<file path="src/rtl/regfile_operand_fetch.sv">
// Operand fetch for a 16x32 dual-read register file: scoreboard
// hazard stall, writeback forwarding and a 1-deep operand output stage.
module regfile_operand_fetch #(
  parameter int DATA_W   = 32,
  parameter int REG_AW   = 4,
  parameter int NUM_REGS = 16,
  parameter int STALL_W  = 16
) (
  input  logic                clk,
  input  logic                reset,
  input  logic                issue_valid,
  output logic                issue_ready,
  input  logic [REG_AW-1:0]   issue_rs0,
  input  logic [REG_AW-1:0]   issue_rs1,
  input  logic [REG_AW-1:0]   issue_rd,
  input  logic                issue_rd_en,
  input  logic                wb_valid,
  input  logic [REG_AW-1:0]   wb_rd,
  input  logic [DATA_W-1:0]   wb_data,
  output logic                rf_we,
  output logic [REG_AW-1:0]   rf_regsel_dest,
  output logic [DATA_W-1:0]   rf_datain,
  output logic [REG_AW-1:0]   rf_regsel_source0,
  output logic [REG_AW-1:0]   rf_regsel_source1,
  input  logic [DATA_W-1:0]   rf_dataout0,
  input  logic [DATA_W-1:0]   rf_dataout1,
  output logic                op_valid,
  input  logic                op_ready,
  output logic [DATA_W-1:0]   op_a,
  output logic [DATA_W-1:0]   op_b,
  output logic [REG_AW-1:0]   op_rd,
  output logic                op_rd_en,
  output logic [NUM_REGS-1:0] scoreboard,
  output logic [STALL_W-1:0]  stall_cnt,
  output logic                wb_err
);

  localparam logic [STALL_W-1:0] STALL_ONE = STALL_W'(1);

  logic [NUM_REGS-1:0] busy;
  logic [NUM_REGS-1:0] clr;
  logic [NUM_REGS-1:0] set_v;
  logic [NUM_REGS-1:0] eff_busy;
  logic [DATA_W-1:0]   fwd_a;
  logic [DATA_W-1:0]   fwd_b;
  logic                hazard;
  logic                accept;

  assign rf_we             = wb_valid & reset;
  assign rf_regsel_dest    = wb_rd;
  assign rf_datain         = wb_data;
  assign rf_regsel_source0 = issue_rs0;
  assign rf_regsel_source1 = issue_rs1;

  // The DPRF returns the old value on a same-cycle write, so bypass it.
  assign fwd_a = (wb_valid && wb_rd == issue_rs0) ? wb_data : rf_dataout0;
  assign fwd_b = (wb_valid && wb_rd == issue_rs1) ? wb_data : rf_dataout1;

  always_comb begin
    clr = '0;
    if (wb_valid) clr[wb_rd] = 1'b1;
  end

  assign eff_busy = busy & ~clr;

  assign hazard = eff_busy[issue_rs0]
                | eff_busy[issue_rs1]
                | (issue_rd_en & eff_busy[issue_rd]);

  assign issue_ready = reset && !hazard
                    && (!op_valid || op_ready);
  assign accept      = issue_valid && issue_ready;

  always_comb begin
    set_v = '0;
    if (accept && issue_rd_en) set_v[issue_rd] = 1'b1;
  end

  assign scoreboard = busy;

  always_ff @(posedge clk or negedge reset) begin
    if (!reset) begin
      op_valid  <= 1'b0;
      op_a      <= '0;
      op_b      <= '0;
      op_rd     <= '0;
      op_rd_en  <= 1'b0;
      busy      <= '0;
      stall_cnt <= '0;
      wb_err    <= 1'b0;
    end else begin
      if (accept) begin
        op_valid <= 1'b1;
        op_a     <= fwd_a;
        op_b     <= fwd_b;
        op_rd    <= issue_rd;
        op_rd_en <= issue_rd_en;
      end else if (op_ready) begin
        op_valid <= 1'b0;
      end
      busy <= (busy & ~clr) | set_v;
      if (wb_valid && !busy[wb_rd]) wb_err <= 1'b1;
      if (issue_valid && hazard && stall_cnt != '1)
        stall_cnt <= stall_cnt + STALL_ONE;
    end
  end

endmodule

</file>
<file path="config.mk">
export PLATFORM = sky130hd
export DESIGN_NAME = regfile_operand_fetch
export DESIGN_NICKNAME = d
export VERILOG_FILES = /design/src/rtl/regfile_operand_fetch.sv
export SDC_FILE = /design/constraint.sdc
export NUM_CORES = 1
export LEC_CHECK = 0
export BUFFER_PORTS_ARGS = -buffer_cell sky130_fd_sc_hd__buf_2
export CAP_MARGIN = 15
export CORE_MARGIN = 2
export CORE_UTILIZATION = 25
export DETAILED_ROUTE_END_ITERATION = 10
export MAX_ROUTING_LAYER = met4
export PLACE_DENSITY = 0.56
export SYNTH_ARGS = -nofsm -noshare
export SYNTH_HDL_FRONTEND = slang
export SYNTH_SLANG_ARGS = --single-unit
</file>
<file path="constraint.sdc">
create_clock -name clk -period 5.82 [get_ports clk]
set_clock_uncertainty 0.15 [all_clocks]
set_input_delay 0.291 -clock clk [delete_from_list [all_inputs] [get_ports clk]]
set_output_delay 0.291 -clock clk [all_outputs]
set_load 0.02 [all_outputs]
</file>
# --- Word level (Yosys, flattened, before mapping) ---
# Cells that the tools add are included.
classes:
  addsub: 1
  n_mul: 0
  div_mod_pow: 0
  order_cmp: 6
  n_eq_ne: 3
  n_shift: 0
  muxes: 18
  bitwise_logic: 7
  reduce_logical: 16
op_table:
  columns: ["operator", "count"]
  rows:
  - ["$mux W32", 2]
  - ["$mux W16", 2]
  - ["$lt A4 B5 Y1 const B", 4]
  - ["$add A16 B1 Y16 const B", 1]
  - ["$and A16 B16 Y16", 1]
  - ["$bmux W1 S4", 4]
  - ["$ne A16 B16 Y1 const B", 1]
  - ["$not A16 Y16", 1]
  - ["$or A16 B16 Y16", 1]
  - ["$logic_and A1 B1 Y1", 11]
  - ["$demux W1 S4", 2]
  - ["$eq A4 B4 Y1", 2]
  - ["$ge A4 B1 Y1 const B", 2]
  - ["$mux W1", 8]
  - ["$logic_not A1 Y1", 3]
  - ["$and A1 B1 Y1", 2]
  - ["$or A1 B1 Y1", 2]
  - ["$reduce_bool A2 Y1", 1]
  - ["$logic_or A1 B1 Y1", 1]
word_totals:
  reg_bits: 103
  latch_bits: 0
  mem_bits_rw: 0
  mem_bits_ro: 0
  in_bits: 118
  n_memories: 0

# --- Longest topological paths before layout ---
depth:
  depth_word: 18
  ltp_mapped: 11
  mapped_depth_nobuf: 8

# --- Worst setup path after synthesis ---
# Ideal clock, no wire load.
synth_timing:
  path_kind: "input-to-output"
  startpoint: "in wb_rd[0]"
  endpoint: "out issue_ready"
  arrival_time_ps: 2596
  t_required_ps: 5379
  slack_ps: 2783
  cell_stages: 10
  path_buffers: 3
  cell_sequence: "buf_4 -> or3b_4 -> o21ai_1 -> mux4_2 -> mux2i_1 -> mux2_2 -> or3_1 -> buf_2 -> buf_6 -> nor2_1"
synth_via:
  elab_chain_len: 14
  elab_cells_between_ends: 20
synth_rtl:
  columns: ["item", "line", "text"]
  rows:
  - ["start: declaration", "18", "input logic [REG_AW-1:0] wb_rd,"]
  - ["$lt A4 B5 Y1 (implied by the code) or $ge A4 B1 Y1 (tied branches)", "61", "if (wb_valid) clr[wb_rd] = 1'b1;"]
  - ["$logic_and A1 B1 Y1 (implied by the code)", "61", null]
  - ["$mux W1 (implied by the code)", "61", null]
  - ["$demux W1 S4 (*)", "61", null]
  - ["$mux W16 (*)", "61", null]
  - ["$not A16 Y16 (*)", "64", "assign eff_busy = busy & ~clr;"]
  - ["$and A16 B16 Y16 (*)", "64", null]
  - ["$bmux W1 S4 (on tied branches)", "66, 67, 68", null]
  - ["$mux W1 (on tied branches)", "66, 67, 68", null]
  - ["$or A1 B1 Y1 or $and A1 B1 Y1 (tied branches)", "67, 68", null]
  - ["$or A1 B1 Y1 (*)", "68", "| (issue_rd_en & eff_busy[issue_rd]);"]
  - ["$logic_not A1 Y1 (*)", "70", "assign issue_ready = reset && !hazard"]
  - ["$logic_and A1 B1 Y1 (*)", "70", null]
  - ["$logic_and A1 B1 Y1 (*)", "71", "&& (!op_valid || op_ready);"]
  - ["end: declaration", "12", "output logic issue_ready,"]
# Mark *: on every way between the ends. The rest lies on a longest branch, timed or not. The select of a mux whose other input is x is not followed.

# --- Final worst setup path ---
# Ends and elaborated chain as after synthesis.

==> metrics list <==
- At the pin with the least slew margin, the transition time is 0.783 ns.
- Sum of net half-perimeters after detailed placement: 13000 µm
* Yosys reg bits: 103
- Synthesis-to-layout area growth: 26.9%
- Count of warnings emitted by yosys: 0
* Required arrival time at the worst endpoint: 5.38 ns
* Number of I/O port buffers: 266
- Setup violations remaining at the end of the flow were counted as 0.
* Post-synth top area cell: sky130_fd_sc_hd__dfrtp_1
- After global routing the overflow that remains totals 0.
* Proportion of synthesized chip area in sequential cells: 0.451
- Length of the first detailed-routing pass in iterations: 4
- The count of final hold-check violations was 0.
- Ant. Diodes: 0
* Setup repair after global routing missed its margin: no
* Synth Flop Type: sky130_fd_sc_hd__dfrtp_1
- Total global routing track utilization: 0.148
* Via count of the first global-routing pass: 4858
* CTS tree: done
- Cell leakage power: 0.00319 µW
* Die Width: 155 µm
- Data on the critical path arrives at its endpoint at 3.06 ns.
- Min cycle time layout: 3.50 ns
* WL final: 17500 µm
- The placed instances occupy a cell area of 6950 µm².
- Crit path max fanout: 17
* CTS H-tree depth: 3
- Wire length of the first global-routing pass: 26700 µm
- Final Cell Area: 7250 µm²
- Synthesis handed over a netlist of 569 instances.
- Post-synthesis cell type count: 44
- Antenna Nets Post-Route: 0
- Counting every sink on the clock net gives 103.
- Final hold slack: 0.0826 ns
- Floorplan die height: 155 µm
- Max Slew Vio Count: 0
- Type of the setup path with the least slack: in -> out
- Count of unresolved DRC violations after routing: 0
- Maximum number of pins on one net before global-route repair: 138
- For this block, the initial DRC count from the detailed router was 304.
- Root buffer cell: sky130_fd_sc_hd__clkbuf_16
- The clock passes through at most 2 buffers.
- Counting flops with a built-in enable in the synthesized netlist gives 0.
- The run finished with clean final reports.
- Clock buffer count from CTS: 9
* Power Dens Cells: 339 nW/µm²
- After floorplanning, the core was divided into 55 placement rows.
* Final clock period utilization by the worst path: 0.602
* Path category of the worst min-delay check: in -> reg
- After clock tree synthesis, the clock-pin slew on the worst setup and hold paths is 0.08 ns.
* Async set or reset register ratio after synthesis: 1.00
- When the netlist entered floorplanning its net count stood at 688.
* Number of inserted filler cells in the final layout: 2369
- Endpoint kind of the worst setup timing path: output port
- Sorting the synthesized cells by area gives the leading types as sky130_fd_sc_hd__dfrtp_1 45%, sky130_fd_sc_hd__mux2i_1 12%, sky130_fd_sc_hd__buf_4 6.8%.
* Antenna violations before repair: 0
- VDD sags by at most 0.151 mV.
- Max-cap violations: 0
* Routed wirelength normalized by instance count: 16.5 µm
- Of the post-synthesis cell area, the dominant cell type holds 0.451.
* Source-to-sink clock delay at the later pin of the worst-skew pair: 0.35 ns
* Summed negative setup slack over all endpoints: 0 ns
* Final weighted congestion in routability-driven placement: 0.876
- Based on the critical path, the design can be clocked at up to 286 MHz.
- Headroom to the max-slew limit: 0.478
- The initial utilization of the core area, before any placement, comes to 0.254.
* Drt via density: 4.67
- After synthesis the cells add up to 5710 µm².
- The die covers 24100 µm².
- STA classifies the critical path startpoint as a primary input.
- I/O Pins: 267
* Layout Utilization: 0.322
* Mean post-synth cell area: 10.0 µm²
* Share of cells above drive strength 1: 0.403
- Final Net Count: 893
- The core region is 22500 µm².
- DR vias: 4974
[power breakdown]
group / switching (µW) / internal [µW]
Sequential: 114 / 889
Clock: 305 / 301
Combinational: 542 / 305
[cells in the mapped netlist (2+ instances only)]
library cell / number
sky130_fd_sc_hd__nand3_1: 19
sky130_fd_sc_hd__nor2b_1: 2
sky130_fd_sc_hd__clkbuf_1: 12
sky130_fd_sc_hd__buf_4: 52
sky130_fd_sc_hd__inv_1: 5
sky130_fd_sc_hd__nand2b_1: 3
sky130_fd_sc_hd__o21ai_0: 20
sky130_fd_sc_hd__buf_1: 2
sky130_fd_sc_hd__o21ai_1: 13
sky130_fd_sc_hd__o2111ai_1: 2
sky130_fd_sc_hd__mux2i_1: 68
sky130_fd_sc_hd__nor2_1: 78
sky130_fd_sc_hd__xor2_1: 2
sky130_fd_sc_hd__and3_1: 5
sky130_fd_sc_hd__nand2_2: 2
sky130_fd_sc_hd__mux2_2: 7
sky130_fd_sc_hd__or3_1: 2
sky130_fd_sc_hd__nand4_2: 2
sky130_fd_sc_hd__a21oi_1: 64
sky130_fd_sc_hd__buf_2: 9
sky130_fd_sc_hd__buf_6: 3
sky130_fd_sc_hd__a22oi_1: 2
sky130_fd_sc_hd__xnor2_1: 20
sky130_fd_sc_hd__dfrtp_1: 103
sky130_fd_sc_hd__nand4_1: 7
sky130_fd_sc_hd__nand3b_1: 4
sky130_fd_sc_hd__nor3_1: 3
sky130_fd_sc_hd__nand2_1: 15
sky130_fd_sc_hd__o211ai_1: 18
sky130_fd_sc_hd__and2_1: 3
sky130_fd_sc_hd__mux4_2: 9
[registers in the layout (all words and copies together), names as in the netlist]
| signal | cells |
|---|---|
| scoreboard | 16 |
| op_rd | 4 |
| op_rd_en | 1 |
| wb_err | 1 |
| op_a | 32 |
| op_b | 32 |
| op_valid | 1 |
| stall_cnt | 16 |
[path summary, 6_finish.rpt]
path                       slack, ns  depth (start not counted)            end           start
max reg2reg                     2.81                          7   stall_cnt[1]   scoreboard[3]
min                             0.08                          3        op_b[1]  rf_dataout1[1]
min in group asynchronous       0.36                          2  scoreboard[3]           reset
min reg2reg                     0.34                          1         wb_err          wb_err
max in group asynchronous       3.91                          3  scoreboard[4]           reset
max                             2.32                          9    issue_ready        wb_rd[0]
[worst max-delay path, cell delays in order]
cell	delay (ns)
sky130_fd_sc_hd__buf_2	0.18
sky130_fd_sc_hd__nand3b_1	0.31
sky130_fd_sc_hd__o21ai_0	0.52
sky130_fd_sc_hd__mux4_2	0.33
sky130_fd_sc_hd__mux2i_1	0.07
sky130_fd_sc_hd__mux2_2	0.30
sky130_fd_sc_hd__or3_1	0.67
sky130_fd_sc_hd__nor2_1	0.20
sky130_fd_sc_hd__buf_2	0.18
[per-layer routing]
layer,up-vias,routed length [µm],global-route usage
met5,-,0,-
met4,0,332,0.0494
met2,236,8100,0.228
met1,2313,7870,0.193
met3,26,1220,0.0320
li1,2399,-,-
[timing repair]
item	in CTS	in global routing
hold endpoints to repair	44	0
buffers inserted	0	0
hold buffers	1	0
resized for setup	0	0
[cell families (layout without fill, tap and decap cells)]
group,count (synthesis),count (layout),synth area share
mux,85,85,0.170
buf+inv,83,293,0.0947
compound gates,124,124,0.121
simple gates,151,151,0.126
fa+ha+maj,1,1,0.00219
flops,103,103,0.451
xor+xnor,22,22,0.0337
[cell usage in the layout, fill, tap and decap left out, types with 3 or more instances in the layout]
| master | n |
|---|---|
| sky130_fd_sc_hd__a21oi_1 | 64 |
| sky130_fd_sc_hd__and2_1 | 3 |
| sky130_fd_sc_hd__and3_1 | 5 |
| sky130_fd_sc_hd__buf_2 | 265 |
| sky130_fd_sc_hd__buf_4 | 5 |
| sky130_fd_sc_hd__clkbuf_16 | 9 |
| sky130_fd_sc_hd__dfrtp_1 | 103 |
| sky130_fd_sc_hd__inv_1 | 5 |
| sky130_fd_sc_hd__mux2_2 | 7 |
| sky130_fd_sc_hd__mux2i_1 | 68 |
| sky130_fd_sc_hd__mux4_2 | 9 |
| sky130_fd_sc_hd__nand2_1 | 15 |
| sky130_fd_sc_hd__nand2b_1 | 3 |
| sky130_fd_sc_hd__nand3_1 | 19 |
| sky130_fd_sc_hd__nand3b_1 | 4 |
| sky130_fd_sc_hd__nand4_1 | 7 |
| sky130_fd_sc_hd__nor2_1 | 78 |
| sky130_fd_sc_hd__o211ai_1 | 18 |
| sky130_fd_sc_hd__o21ai_0 | 20 |
| sky130_fd_sc_hd__o21ai_1 | 13 |
| sky130_fd_sc_hd__xnor2_1 | 20 |
[through the flow]
step	power (µW)	setup WS (ns)	cells
3_3_place_gp	1870	2.30	1047
4_1_cts	2500	2.36	1064
2_1_floorplan	1540	2.78	569
3_5_place_dp	1870	2.33	1047
6_report	2460	2.32	1064
5_1_grt	2610	2.09	1064
[layout make-up]
class                      instances  area (µm²)  area share
inverter                           5        18.8     0.00259
multi-input combinational        383        2610       0.360
sequential                       103        2580       0.356
timing repair buffer             272        1390       0.192
tap                              285         357      0.0492
clock inverter                     7        66.3     0.00915
clock buffer                       9         225      0.0311
Power figures use the tool's default switching activity.
